File: config.mk
export PLATFORM = sky130hd
export DESIGN_NAME = dmem_port1_arbiter_flat
export DESIGN_NICKNAME = d
export VERILOG_FILES = /design/src/rtl/dmem_arb_pkg.sv /design/src/rtl/dmem_port1_arbiter_if.sv /design/src/rtl/arb_starve_counter.sv /design/src/rtl/dmem_port1_arbiter.sv /design/src/flat_wrapper.sv
export SDC_FILE = /design/constraint.sdc
export NUM_CORES = 1
export LEC_CHECK = 0
export ABC_AREA = 1
export BUFFER_PORTS_ARGS = -buffer_cell sky130_fd_sc_hd__buf_4
export CORE_MARGIN = 1
export CORE_UTILIZATION = 50
export CTS_BUF_LIST = sky130_fd_sc_hd__clkbuf_8
export CTS_CLUSTER_SIZE = 25
export DETAILED_ROUTE_END_ITERATION = 16
export PLACE_DENSITY = 0.85
export SYNTH_ARGS = -nofsm -noshare
export SYNTH_HDL_FRONTEND = slang
export SYNTH_SLANG_ARGS = --single-unit
export TNS_END_PERCENT = 10
File: constraint.sdc
create_clock -name clk -period 2.4 [get_ports clk]
set_input_delay 0.6 -clock clk [delete_from_list [all_inputs] [get_ports clk]]
set_output_delay 0.6 -clock clk [all_outputs]
set_load 0.03 [all_outputs]
File: src/rtl/dmem_arb_pkg.sv
// Shared types and constants for the data-memory port-1 arbiter.
package dmem_arb_pkg;

    typedef enum logic [1:0] {
        GNT_NONE = 2'd0,
        GNT_VID  = 2'd1,
        GNT_DBG  = 2'd2
    } grant_t;

    localparam int unsigned MAX_WAIT_DEFAULT = 15;

    // Sign-extended when widened so address bits above 31 are kept.
    localparam logic [31:0] WORD_ALIGN_MASK = 32'hFFFF_FFFC;

endpackage

File: src/rtl/dmem_port1_arbiter_if.sv
// Request/response and memory-side signals of the port-1 arbiter.
interface dmem_port1_arbiter_if #(
    parameter int AW = 32,
    parameter int DW = 32
);
    logic          req0_valid;
    logic [AW-1:0] req0_addr;
    logic          req0_lock;
    logic          req0_ready;
    logic          rsp0_valid;
    logic [DW-1:0] rsp0_data;

    logic          req1_valid;
    logic [AW-1:0] req1_addr;
    logic          req1_ready;
    logic          rsp1_valid;
    logic [DW-1:0] rsp1_data;

    logic [AW-1:0] mem_addr;
    logic [DW-1:0] mem_rdata;

    modport slave (
        input  req0_valid, req0_addr, req0_lock,
        output req0_ready, rsp0_valid, rsp0_data,
        input  req1_valid, req1_addr,
        output req1_ready, rsp1_valid, rsp1_data,
        output mem_addr,
        input  mem_rdata
    );

    modport master (
        output req0_valid, req0_addr, req0_lock,
        input  req0_ready, rsp0_valid, rsp0_data,
        output req1_valid, req1_addr,
        input  req1_ready, rsp1_valid, rsp1_data,
        input  mem_addr,
        output mem_rdata
    );
endinterface

File: src/rtl/arb_starve_counter.sv
// 8-bit saturating wait counter; hit flags that the low-priority side has waited long enough.
module arb_starve_counter (
    input  logic       clk,
    input  logic       reset,
    input  logic       clear,
    input  logic       inc,
    input  logic [7:0] limit,
    output logic       hit
);
    logic [7:0] count_q;
    logic [7:0] count_d;

    always_comb begin
        count_d = count_q;
        if (clear) begin
            count_d = 8'd0;
        end else if (inc && (count_q < limit)) begin
            count_d = count_q + 8'd1;
        end
    end

    always_ff @(posedge clk or negedge reset) begin
        if (!reset) begin
            count_q <= 8'd0;
        end else begin
            count_q <= count_d;
        end
    end

    assign hit = (count_q == limit);

endmodule

File: src/rtl/dmem_port1_arbiter.sv
// Arbitrates dmem read port 1 between the video fetcher and the debug reader;
// two-stage pipeline: address/owner stage, then response capture stage.
module dmem_port1_arbiter
    import dmem_arb_pkg::*;
#(
    parameter int          AW       = 32,
    parameter int          DW       = 32,
    parameter int unsigned MAX_WAIT = MAX_WAIT_DEFAULT
) (
    input  logic                 clk,
    input  logic                 reset,
    dmem_port1_arbiter_if.slave  bus
);
    localparam logic [7:0]    STARVE_LIMIT = 8'(MAX_WAIT);
    localparam logic [AW-1:0] ADDR_MASK    = AW'($signed(WORD_ALIGN_MASK));

    grant_t        grant;
    logic          starve_hit;
    logic          accept;
    logic [AW-1:0] sel_addr;

    logic [AW-1:0] addr_q,      addr_d;
    grant_t        tag_q,       tag_d;
    logic          rsp0_valid_q, rsp0_valid_d;
    logic          rsp1_valid_q, rsp1_valid_d;
    logic [DW-1:0] rsp0_data_q, rsp0_data_d;
    logic [DW-1:0] rsp1_data_q, rsp1_data_d;

    always_comb begin
        grant = GNT_NONE;
        if (bus.req0_lock && bus.req0_valid) begin
            grant = GNT_VID;
        end else if (starve_hit && bus.req1_valid && !bus.req0_lock) begin
            grant = GNT_DBG;
        end else if (bus.req0_valid) begin
            grant = GNT_VID;
        end else if (bus.req1_valid) begin
            grant = GNT_DBG;
        end
    end

    // The counter keeps running under a video lock; the forced grant waits for the lock to drop.
    arb_starve_counter u_starve (
        .clk   (clk),
        .reset (reset),
        .clear ((grant == GNT_DBG) || !bus.req1_valid),
        .inc   (bus.req1_valid && (grant != GNT_DBG)),
        .limit (STARVE_LIMIT),
        .hit   (starve_hit)
    );

    assign bus.req0_ready = bus.req0_valid && (grant == GNT_VID);
    assign bus.req1_ready = bus.req1_valid && (grant == GNT_DBG);
    assign accept         = bus.req0_ready || bus.req1_ready;
    assign sel_addr       = (grant == GNT_DBG) ? bus.req1_addr : bus.req0_addr;

    always_comb begin
        addr_d       = accept ? (sel_addr & ADDR_MASK) : addr_q;
        tag_d        = accept ? grant : GNT_NONE;

        rsp0_valid_d = (tag_q == GNT_VID);
        rsp1_valid_d = (tag_q == GNT_DBG);
        rsp0_data_d  = (tag_q == GNT_VID) ? bus.mem_rdata : rsp0_data_q;
        rsp1_data_d  = (tag_q == GNT_DBG) ? bus.mem_rdata : rsp1_data_q;
    end

    always_ff @(posedge clk or negedge reset) begin
        if (!reset) begin
            addr_q       <= '0;
            tag_q        <= GNT_NONE;
            rsp0_valid_q <= 1'b0;
            rsp1_valid_q <= 1'b0;
            rsp0_data_q  <= '0;
            rsp1_data_q  <= '0;
        end else begin
            addr_q       <= addr_d;
            tag_q        <= tag_d;
            rsp0_valid_q <= rsp0_valid_d;
            rsp1_valid_q <= rsp1_valid_d;
            rsp0_data_q  <= rsp0_data_d;
            rsp1_data_q  <= rsp1_data_d;
        end
    end

    assign bus.mem_addr   = addr_q;
    assign bus.rsp0_valid = rsp0_valid_q;
    assign bus.rsp1_valid = rsp1_valid_q;
    assign bus.rsp0_data  = rsp0_data_q;
    assign bus.rsp1_data  = rsp1_data_q;

endmodule

File: src/flat_wrapper.sv
// flat-port wrapper written by rule: the top's interface ports become plain ports
module dmem_port1_arbiter_flat import dmem_arb_pkg::*;
#(
    parameter int          AW       = 32,
    parameter int          DW       = 32,
    parameter int unsigned MAX_WAIT = MAX_WAIT_DEFAULT
)
  (clk, reset, bus_req0_valid, bus_req0_addr, bus_req0_lock, bus_req0_ready, bus_rsp0_valid, bus_rsp0_data, bus_req1_valid, bus_req1_addr, bus_req1_ready, bus_rsp1_valid, bus_rsp1_data, bus_mem_addr, bus_mem_rdata);
  dmem_port1_arbiter_if #(.AW(AW), .DW(DW)) bus_i ();
  input  logic clk;
  input  logic reset;
  input wire logic [$bits(bus_i.req0_valid)-1:0] bus_req0_valid;
  input wire logic [$bits(bus_i.req0_addr)-1:0] bus_req0_addr;
  input wire logic [$bits(bus_i.req0_lock)-1:0] bus_req0_lock;
  output wire logic [$bits(bus_i.req0_ready)-1:0] bus_req0_ready;
  output wire logic [$bits(bus_i.rsp0_valid)-1:0] bus_rsp0_valid;
  output wire logic [$bits(bus_i.rsp0_data)-1:0] bus_rsp0_data;
  input wire logic [$bits(bus_i.req1_valid)-1:0] bus_req1_valid;
  input wire logic [$bits(bus_i.req1_addr)-1:0] bus_req1_addr;
  output wire logic [$bits(bus_i.req1_ready)-1:0] bus_req1_ready;
  output wire logic [$bits(bus_i.rsp1_valid)-1:0] bus_rsp1_valid;
  output wire logic [$bits(bus_i.rsp1_data)-1:0] bus_rsp1_data;
  output wire logic [$bits(bus_i.mem_addr)-1:0] bus_mem_addr;
  input wire logic [$bits(bus_i.mem_rdata)-1:0] bus_mem_rdata;
  assign bus_i.req0_valid = bus_req0_valid;
  assign bus_i.req0_addr = bus_req0_addr;
  assign bus_i.req0_lock = bus_req0_lock;
  assign bus_req0_ready = bus_i.req0_ready;
  assign bus_rsp0_valid = bus_i.rsp0_valid;
  assign bus_rsp0_data = bus_i.rsp0_data;
  assign bus_i.req1_valid = bus_req1_valid;
  assign bus_i.req1_addr = bus_req1_addr;
  assign bus_req1_ready = bus_i.req1_ready;
  assign bus_rsp1_valid = bus_i.rsp1_valid;
  assign bus_rsp1_data = bus_i.rsp1_data;
  assign bus_mem_addr = bus_i.mem_addr;
  assign bus_i.mem_rdata = bus_mem_rdata;
  dmem_port1_arbiter #(.AW(AW), .DW(DW), .MAX_WAIT(MAX_WAIT)) u_core (.clk(clk), .reset(reset), .bus(bus_i));
endmodule
==> impl_results.md, run 1 <==
- Worst path cell trace: ha_1 -> nand2_1 -> nor2_1 -> nand4_1 -> nand2_1 -> buf_4
- H-tree depth: 3
- Syn Area/Cell: 9.046 sq um
- EDFF count, synth: 0
- Resized Gates After CTS: 0
- Vias/cell: just over 5
- Kind of critical path: flop to primary output
- Most common cell in the netlist: nand2_1
- Clock Path Buffers: 2
- Util after Layout: between 70% and 80%
- All-Layer GR Usage: approximately 25%
- Peak supply drop: 347.1 uV
- Yosys warns: 0
- Ant diodes: 0
- Routed Antenna Nets: 0
- Leakage Power: about 0.0032 uW
- Drt total wl: roughly 11 mm
- DIE AREA: approximately 9000 sq um
- Mapped Area: 4288 sq um
- Area share of the largest cell type after synthesis: 61.86%
- Slew Limit Fails: 0
- Post-CTS Setup Bufs: 0
- R2r startpoint: u_core.u_starve.count_q[0]$_DFFE_PN0P_
- DRC errors left: 0
- Seq/Total Area, Yosys: between 60% and 70%
- Pwr/cell area: a little over 700 nW/um^2
- Fraction of registers with async set/reset: between 90% and 100%
- Crit path DAT: ~1.5 ns
- Slew @ Worst Pin: a little over 1 ns
- Setup violations, final: 0
- Grt ovf: 0
- Period minus WS final: 2.144 ns
- Num CTS Buffers: 9
- Final worst slack: between 0.2 and 0.3 ns
- Min-Delay Path Class: input port to asynchronous set/reset pin
- Initial antenna violation count: 0
- Final period utilization: roughly nine tenths
- Synth area leaders: dfrtp_1 (62%), nand3_1 (11%), nand2_1 (9.5%), o21ai_0 (7.6%), inv_1 (4.1%)
- Register-to-Register Path Depth: 8
- Largest net degree at the start of global routing: 66
- WL/cell: between 10 and 15 microns
- WP buf/inv: 1
- Detailed-route via count: 3888
- Clock Pin Slew Worst Setup and Hold Paths: approximately 0.1 ns
- Top cells by count, synth: nand2_1 (108), dfrtp_1 (106), nand3_1 (93)
- Detailed Routing Iterations Pass 1: 4
- Post-synth top flop: dfrtp_1
- Synth Register Bits: roughly 110
- Core box area: about 8300 sq um
- CP max stage cell: dfrtp_1
- Setup Skew: around 0.011 ns
- RR Endpoint: u_core.bus.mem_addr[16]$_DFFE_PN0P_
- Fmax: roughly 470 MHz
- Most frequent CP cell: nand2_1
- Crit-path max FO: 4
- First-pass GRT wire length: around 17 mm
- Nets@finish: 761
- Die width: approximately 95 microns
- Vias in the first global route: about 3700
- Max Cap Violations: 0
- GP Congestion: about 0.76
- Hold Buf Count CTS: 0
- Count of cell types in the netlist: 18
- Clock sink total: 106
- PortBufs: 194
- Area Growth Syn to Fin: 39.80%
- CTS tree: built
- Slowest stage delay, CP: 0.37 ns
- Hold Vio Cnt, Final: 0
- Clock Tree Root: clkbuf_8
- 1st-iter DRT viols: approximately 150
- Num ports: 201
- RSZ-0062 raised after global routing: no
- HPWL Detailed: approximately 8 mm
- Std-Cell Rows: 33
- Leading area contributor after synthesis: dfrtp_1
- Worst R2R Setup Slack: a little over 0.8 ns
- Die Ht: roughly 95 microns
- Clk_lat worst skew: between 0.3 and 0.4 ns
- Pre-CTS setup slack: 0.4237 ns
- Startpoint types: flop
- Req. time, crit path: approximately 1.8 ns
- Relative slew slack: about a third
- Crit path capture type: primary output
- Synth Instances: around 470
- Outcome: finished, final reports clean
- Initial core utilization: 51.92%
- Share of layout cells above drive strength 1: 33.73%
- Crit path max-delay family: simple AND/OR/NAND/NOR gates
- Setup tns final: 0 ns
layout make-up:
type,count,area (sq um)
clock buffer,9,123.9
clock inverter,7,52.55
fill,611,2263
inverter,49,183.9
multi-input combinational,290,1314
sequential,106,2653
tap,105,131.4
timing repair buffer,203,1536
how the worst max path moves through the flow:
stage | startpoint | to | slack, ns | cells after the start
2_1_floorplan | bus_req1_valid | bus_req1_ready | 0.65 | 4
3_3_place_gp | bus_req1_valid | bus_req1_ready | 0.42 | 6
3_5_place_dp | bus_req1_valid | bus_req1_ready | 0.42 | 6
4_1_cts | u_core.u_starve.count_q[0]$_DFFE_PN0P_ | bus_req1_ready | 0.24 | 6
5_1_grt | u_core.u_starve.count_q[0]$_DFFE_PN0P_ | bus_req1_ready | 0.11 | 6
6_report | u_core.u_starve.count_q[0]$_DFFE_PN0P_ | bus_req1_ready | 0.26 | 6
logic make-up after synthesis:
logic type / count (synthesis) / synth area share [%]
simple gates: 221 / 22.32
compound gates: 65 / 7.587
other cells: 1 / 0.08746
fa+ha+maj: 1 / 0.2918
xor+xnor: 1 / 0.2043
flops: 106 / 61.86
buf+inv: 79 / 7.645
metrics by stage:
| step | cells | cell area (sq um) | hold WS [ns] | total power [uW] |
|---|---|---|---|---|
| 3_5_place_dp | 753 | 5818 | 0.4696 | 3379 |
| 6_report | 769 | 5995 | 0.1951 | 4355 |
| 5_1_grt | 769 | 5995 | 0.2194 | 4547 |
| 4_1_cts | 769 | 5995 | 0.2043 | 4374 |
| 3_3_place_gp | 753 | 5818 | 0.4688 | 3345 |
| 2_1_floorplan | 475 | 4292 | 0.3044 | 2791 |
worst reg2reg max path, cell delays in order (launching register included):
cell	delay [ns]
dfrtp_1	0.37
ha_1	0.23
nand2_1	0.07
nor2_1	0.12
nand4_1	0.12
nand2_1	0.10
buf_4	0.30
nand2_1	0.12
nand3_1	0.10
per-layer routing:
metal,global-route usage [%],up-vias,part of all wire (%)
li1,-,1885,-
met1,30.30,1806,40
met2,41.49,182,48
met3,6.924,15,9.8
met4,8.965,0,1.6
met5,0,-,0
cells in the final DEF (no fill, tap or decap):
master      instances
clkinv_2            1
buf_4             202
inv_1              47
ha_1                1
clkbuf_8            9
inv_2               2
xor2_1              1
nor3_1              1
conb_1              2
or2_1               1
buf_12              1
inv_6               2
nand2_1           107
dfrtp_1           106
nand3_1            93
nand4_1             1
nand2_2             3
nor2_1             15
o21ai_0            65
clkinvlp_4          4
where the power goes:
part	switching, uW	internal (uW)
Sequential	121	1990
Combinational	759	467
Clock	633	383
flip-flops by register name, summed over array words and instances (netlist names):
name and count:
u_core.bus.rsp0_data 32, u_core.bus.rsp1_data 32, u_core.bus.mem_addr 30, u_core.u_starve.count_q 8, u_core.tag_q 2, u_core.bus.rsp0_valid 1
u_core.bus.rsp1_valid 1
Note: power is estimated with default switching activity, not from simulation.
==> run 2, diff against run 1 <==
--- a/config.mk
+++ b/config.mk
@@ -7,11 +7,14 @@
 export LEC_CHECK = 0
 export ABC_AREA = 1
 export BUFFER_PORTS_ARGS = -buffer_cell sky130_fd_sc_hd__buf_4
+export CORE_ASPECT_RATIO = 0.6
 export CORE_MARGIN = 1
 export CORE_UTILIZATION = 50
 export CTS_BUF_LIST = sky130_fd_sc_hd__clkbuf_8
 export CTS_CLUSTER_SIZE = 25
 export DETAILED_ROUTE_END_ITERATION = 16
+export HOLD_SLACK_MARGIN = 0.1
+export MAX_ROUTING_LAYER = met4
 export PLACE_DENSITY = 0.85
 export SYNTH_ARGS = -nofsm -noshare
 export SYNTH_HDL_FRONTEND = slang
==> impl_results.md, run 2 (synthesis results as in run 1) <==
- Outcome: finished, final reports clean
- CP max stage cell: dfrtp_1
- Metal-1 WL: 5.057 mm
- Routed Antenna Nets: 0
- Initial antenna violation count: 0
- Kind of critical path: flop to primary output
- Num CTS Buffers: 9
- RSZ-0062 raised after global routing: no
- Slew @ Worst Pin: ~0.6 ns
- Max Cap Violations: 0
- Hold Buf Count CTS: 0
- Period minus WS final: around 2.1 ns
- Clock Path Buffers: 2
- Crit-path max FO: 4
- Nets@finish: 762
- Core box area: a little over 8000 sq um
- Grt ovf: 0
- Hold Vio Cnt, Final: 0
- Vias/cell: just over 5
- Post-CTS Setup Bufs: 0
- Crit path capture type: primary output
- Top routing layer in use: met4
- Setup Skew: 0.008311 ns
- Met2 WL: 5.417 mm
- Slew Limit Fails: 0
- Setup tns final: 0 ns
- PortBufs: around 190
- Crit path max-delay family: simple AND/OR/NAND/NOR gates
- Instance count on the critical path: 6
- Commonest cells after routing, fill and taps aside: buf_4 (203), nand2_1 (107), dfrtp_1 (106)
- Non-filler instance count after layout: approximately 770
- Share of layout cells above drive strength 1: 33.83%
- HPWL Detailed: 8.302 mm
- Placed cells: ~760
- Detailed-route via count: ~4000
- Commonest non-fill, non-tap cell in the layout: buf_4
- 1st-iter DRT viols: approximately 260
- Int Power: just under 3000 uW
- Slowest stage delay, CP: approximately 0.37 ns
- Peak supply drop: ~500 uV
- Drt total wl: around 11 mm
- WP buf/inv: 1
- Switching power: roughly 1500 uW
- DIE AREA: 8962 sq um
- Crit path DAT: between 1.5 and 2 ns
- H-tree depth: 3
- GP Congestion: between 0.8 and 0.9
- WL/cell: about 15 microns
- Detailed Routing Iterations Pass 1: 4
- Area Growth Syn to Fin: 40.79%
- Req. time, crit path: about 1.8 ns
- Most frequent CP cell: nand2_1
- Final period utilization: 88.58%
- Clock Pin Slew Worst Setup and Hold Paths: 0.10 ns
- Logic pwr share: about 27%
- Clock Tree Root: clkbuf_8
- Leakage Power: 0.003209 uW
- Die Ht: roughly 74 microns
- Min-Delay Path Class: input port to asynchronous set/reset pin
- Register-to-Register Path Depth: 8
- Relative slew slack: approximately three fifths
- Reg power frac: a little under half
- Vias in the first global route: 3899
- Initial core utilization: 52.93%
- Std-Cell Rows: 25
- Pwr/cell area: between 700 and 800 nW/um^2
- Clock power frac: around a quarter
- CTS tree: built
- Clk_lat worst skew: 0.36 ns
- Resized Gates After CTS: 0
- Clock sink total: 106
- Sw frac: around 34%
- Largest net degree at the start of global routing: 65
- Ant diodes: 0
- All-Layer GR Usage: 27.30%
- DRC errors left: 0
- Met3 WL: approximately 650 microns
- Num ports: ~200
- Startpoint types: flop
- Die width: between 100 and 150 microns
- Setup violations, final: 0
- Fmax: ~470 MHz
- First-pass GRT wire length: around 18 mm
- Worst path cell trace: ha_1 -> nand2_1 -> nor2_1 -> nand4_1 -> nand2_1 -> buf_4
==> run 2: cell count changes in the layout (fill, tap and decap cells not counted), sizes merged <==
cell,before,now
clkinvlp,4,1
inv,51,53
buf,203,204
bufinv,0,1
==> run 2: final timing paths <==
kind	start	to	slack, ns
min in group clk	bus_req1_addr[15]	u_core.bus.mem_addr[15]$_DFFE_PN0P_	0.45
setup reg to reg	u_core.u_starve.count_q[1]$_DFFE_PN0P_	u_core.bus.mem_addr[31]$_DFFE_PN0P_	0.81
hold reg to reg	u_core.tag_q[1]$_DFF_PN0_	u_core.bus.rsp0_valid$_DFF_PN0_	0.47
max in group asynchronous	reset	u_core.bus.rsp0_data[17]$_DFFE_PN0P_	1.50
setup / recovery	u_core.u_starve.count_q[1]$_DFFE_PN0P_	bus_req1_ready	0.27
hold / removal	reset	u_core.bus.mem_addr[30]$_DFFE_PN0P_	0.23
==> run 2: routing by layer <==
| metal | GRT usage (%) | vias up |
|---|---|---|
| met1 | 35.84 | 1896 |
| li1 | - | 1892 |
| met5 | - | - |
| met3 | 5.823 | 22 |
| met4 | 9.191 | 0 |
| met2 | 42.55 | 152 |
==> run 2: stage by stage <==
| stage | total power, uW | utilization [%] | area (sq um) | setup WS (ns) | hold WS [ns] |
|---|---|---|---|---|---|
| after floorplan | 2791 | - | 4292 | 0.6542 | 0.3044 |
| after detailed placement | 3384 | 71.95 | 5829 | 0.4461 | 0.4661 |
| after CTS | 4520 | 74.52 | 6037 | 0.2570 | 0.2345 |
| final | 4484 | 74.52 | 6037 | 0.2741 | 0.2347 |
| after global routing | 4689 | 74.52 | 6037 | 0.1069 | 0.2549 |
| after global placement | 3345 | 71.95 | 5829 | 0.4571 | 0.4572 |
==> run 2: power by group through the flow <==
stage	Clock (uW)	Sequential, uW	Combinational [uW]
after global routing	1230	2140	1320
after detailed placement	0	2140	1240
final	1140	2110	1230
after global placement	0	2130	1210
after floorplan	0	2550	244
after CTS	1170	2110	1240
==> run 2: layout make-up <==
| type | count | area [sq um] |
|---|---|---|
| Clock buffer | 9 | 123.9 |
| Clock inverter | 7 | 83.83 |
| Fill cell | 607 | 2064 |
| Inverter | 49 | 183.9 |
| Multi-Input combinational cell | 290 | 1314 |
| Sequential cell | 106 | 2653 |
| Tap cell | 108 | 135.1 |
| Timing Repair Buffer | 204 | 1544 |
==> run 3, diff against run 2 <==
--- a/config.mk
+++ b/config.mk
@@ -9,13 +9,13 @@
 export BUFFER_PORTS_ARGS = -buffer_cell sky130_fd_sc_hd__buf_4
 export CORE_ASPECT_RATIO = 0.6
 export CORE_MARGIN = 1
-export CORE_UTILIZATION = 50
+export CORE_UTILIZATION = 52
 export CTS_BUF_LIST = sky130_fd_sc_hd__clkbuf_8
 export CTS_CLUSTER_SIZE = 25
 export DETAILED_ROUTE_END_ITERATION = 16
 export HOLD_SLACK_MARGIN = 0.1
 export MAX_ROUTING_LAYER = met4
-export PLACE_DENSITY = 0.85
+export PLACE_DENSITY = 0.88
 export SYNTH_ARGS = -nofsm -noshare
 export SYNTH_HDL_FRONTEND = slang
 export SYNTH_SLANG_ARGS = --single-unit
==> impl_results.md, run 3 (synthesis results as in run 1) <==
- Outcome: finished, final reports clean
- Pwr/cell area: approximately 750 nW/um^2
- Req. time, crit path: between 1.5 and 2 ns
- Kind of critical path: flop to primary output
- CTS tree: built
- 1st-iter DRT viols: 324
- Register-to-Register Path Depth: 8
- Hold Vio Cnt, Final: 0
- All-Layer GR Usage: about 28%
- Commonest non-fill, non-tap cell in the layout: buf_4
- Max Cap Violations: 0
- Worst path cell trace: ha_1 -> nand2_1 -> nor2_1 -> nand4_1 -> nand2_1 -> buf_4
- Crit-path max FO: 4
- Gr busiest metal: met2
- RR Endpoint: u_core.bus.mem_addr[31]$_DFFE_PN0P_
- Clock Path Buffers: 2
- Crit path capture type: primary output
- Area Growth Syn to Fin: 40.30%
- Crit path DAT: between 1.5 and 2 ns
- Slowest stage delay, CP: 0.36 ns
- PortBufs: 194
- Pre-CTS setup slack: 0.4403 ns
- Setup tns final: 0 ns
- Min-Delay Path Class: input port to asynchronous set/reset pin
- Detailed Routing Iterations Pass 1: 4
- Commonest cells after routing, fill and taps aside: buf_4 (199), nand2_1 (107), dfrtp_1 (106)
- Nets@finish: approximately 760
- R2r startpoint: u_core.u_starve.count_q[0]$_DFFE_PN0P_
- Clock sink total: about 110
- Largest net degree at the start of global routing: 107
- Share of layout cells above drive strength 1: ~33%
- Hold Buf Count CTS: 0
- Peak supply drop: approximately 530 uV
- Die Ht: 72.34 microns
- GR Util met1: a little over a third
- WL/cell: ~15 microns
- Ant diodes: 0
- Met3 usage: 6.211%
- CP max stage cell: dfrtp_1
- Drt total wl: around 11 mm
- Num ports: 201
- HPWL Detailed: ~8.2 mm
- Met2 Use GR: between 40% and 50%
- Clock Pin Slew Worst Setup and Hold Paths: approximately 0.090 ns
- Vias in the first global route: about 3800
- Leakage Power: roughly 0.0032 uW
- RSZ-0062 raised after global routing: no
- Routed Antenna Nets: 0
- Core box area: approximately 7900 sq um
- Resized Gates After CTS: 0
- Post-CTS Setup Bufs: 0
- Vias/cell: between 5 and 6
- Slew Limit Fails: 0
- H-tree depth: 3
- Period minus WS final: 2.161 ns
- Clk_lat worst skew: roughly 0.36 ns
- Relative slew slack: between 30% and 40%
- Slew @ Worst Pin: approximately 1 ns
- Std-Cell Rows: 25
- Startpoint types: flop
- Setup Skew: 0.008940 ns
- DIE AREA: about 8600 sq um
- GP Congestion: about 0.84
- Grt ovf: 0
- Clock Tree Root: clkbuf_8
- Initial core utilization: a little over half
- DRC errors left: 0
- Final period utilization: about nine tenths
- Setup violations, final: 0
- First-pass GRT wire length: approximately 18 mm
- Fmax: ~460 MHz
- Die width: approximately 120 microns
- Num CTS Buffers: 9
- Most frequent CP cell: nand2_1
- Final worst slack: ~0.24 ns
- Detailed-route via count: 3990
- Worst R2R Setup Slack: 0.77 ns
- Initial antenna violation count: 0
## run 3: worst max-delay path by stage
stage | start | end | slack [ns]
floorplan | bus_req1_valid | bus_req1_ready | 0.65
global placement | bus_req0_valid | bus_req1_ready | 0.45
detailed placement | bus_req0_valid | bus_req1_ready | 0.44
CTS | u_core.u_starve.count_q[0]$_DFFE_PN0P_ | bus_req1_ready | 0.24
global route | u_core.u_starve.count_q[0]$_DFFE_PN0P_ | bus_req1_ready | 0.13
finish | u_core.u_starve.count_q[0]$_DFFE_PN0P_ | bus_req1_ready | 0.24
## run 3: critical path, delay by kind of cell (launching register included)
family | cells | cell delay (ns)
simple gates | 4 | 0.45
buf+inv | 1 | 0.17
flops | 1 | 0.36
fa+ha+maj | 1 | 0.21
## run 3: per-layer routing
metal | share of wire, % | vias to the layer above
li1 | - | 1878
met1 | 41 | 1908
met2 | 50 | 183
met3 | 6.8 | 21
met4 | 1.8 | 0
met5 | 0 | -
## run 3: layout make-up
type / count / area [sq um]
inverters: 49 / 183.9
repair buffers: 200 / 1514
fillers: 584 / 1929
multi-input cells: 290 / 1314
flip-flops and latches: 106 / 2653
clock buffers: 9 / 123.9
well taps: 108 / 135.1
clock inverters: 7 / 92.59
## run 3: power by group
part           total (uW)  switching, uW  leakage [uW]  internal [uW]
logic                1220            761       0.00178            464
registers            2120            124       0.00131           1990
clock network        1170            584      0.000107            586
## run 3: per-stage QoR
stage	cell area (sq um)	util, %	std cells	hold WS (ns)	total power (uW)
3_3_place_gp	5799	72.99	753	0.4596	3335
4_1_cts	6016	75.72	769	0.3171	4544
3_5_place_dp	5799	72.99	753	0.4646	3377
6_report	6016	75.72	769	0.2769	4509
2_1_floorplan	4292	-	475	0.3044	2791
5_1_grt	6016	75.72	769	0.3211	4713
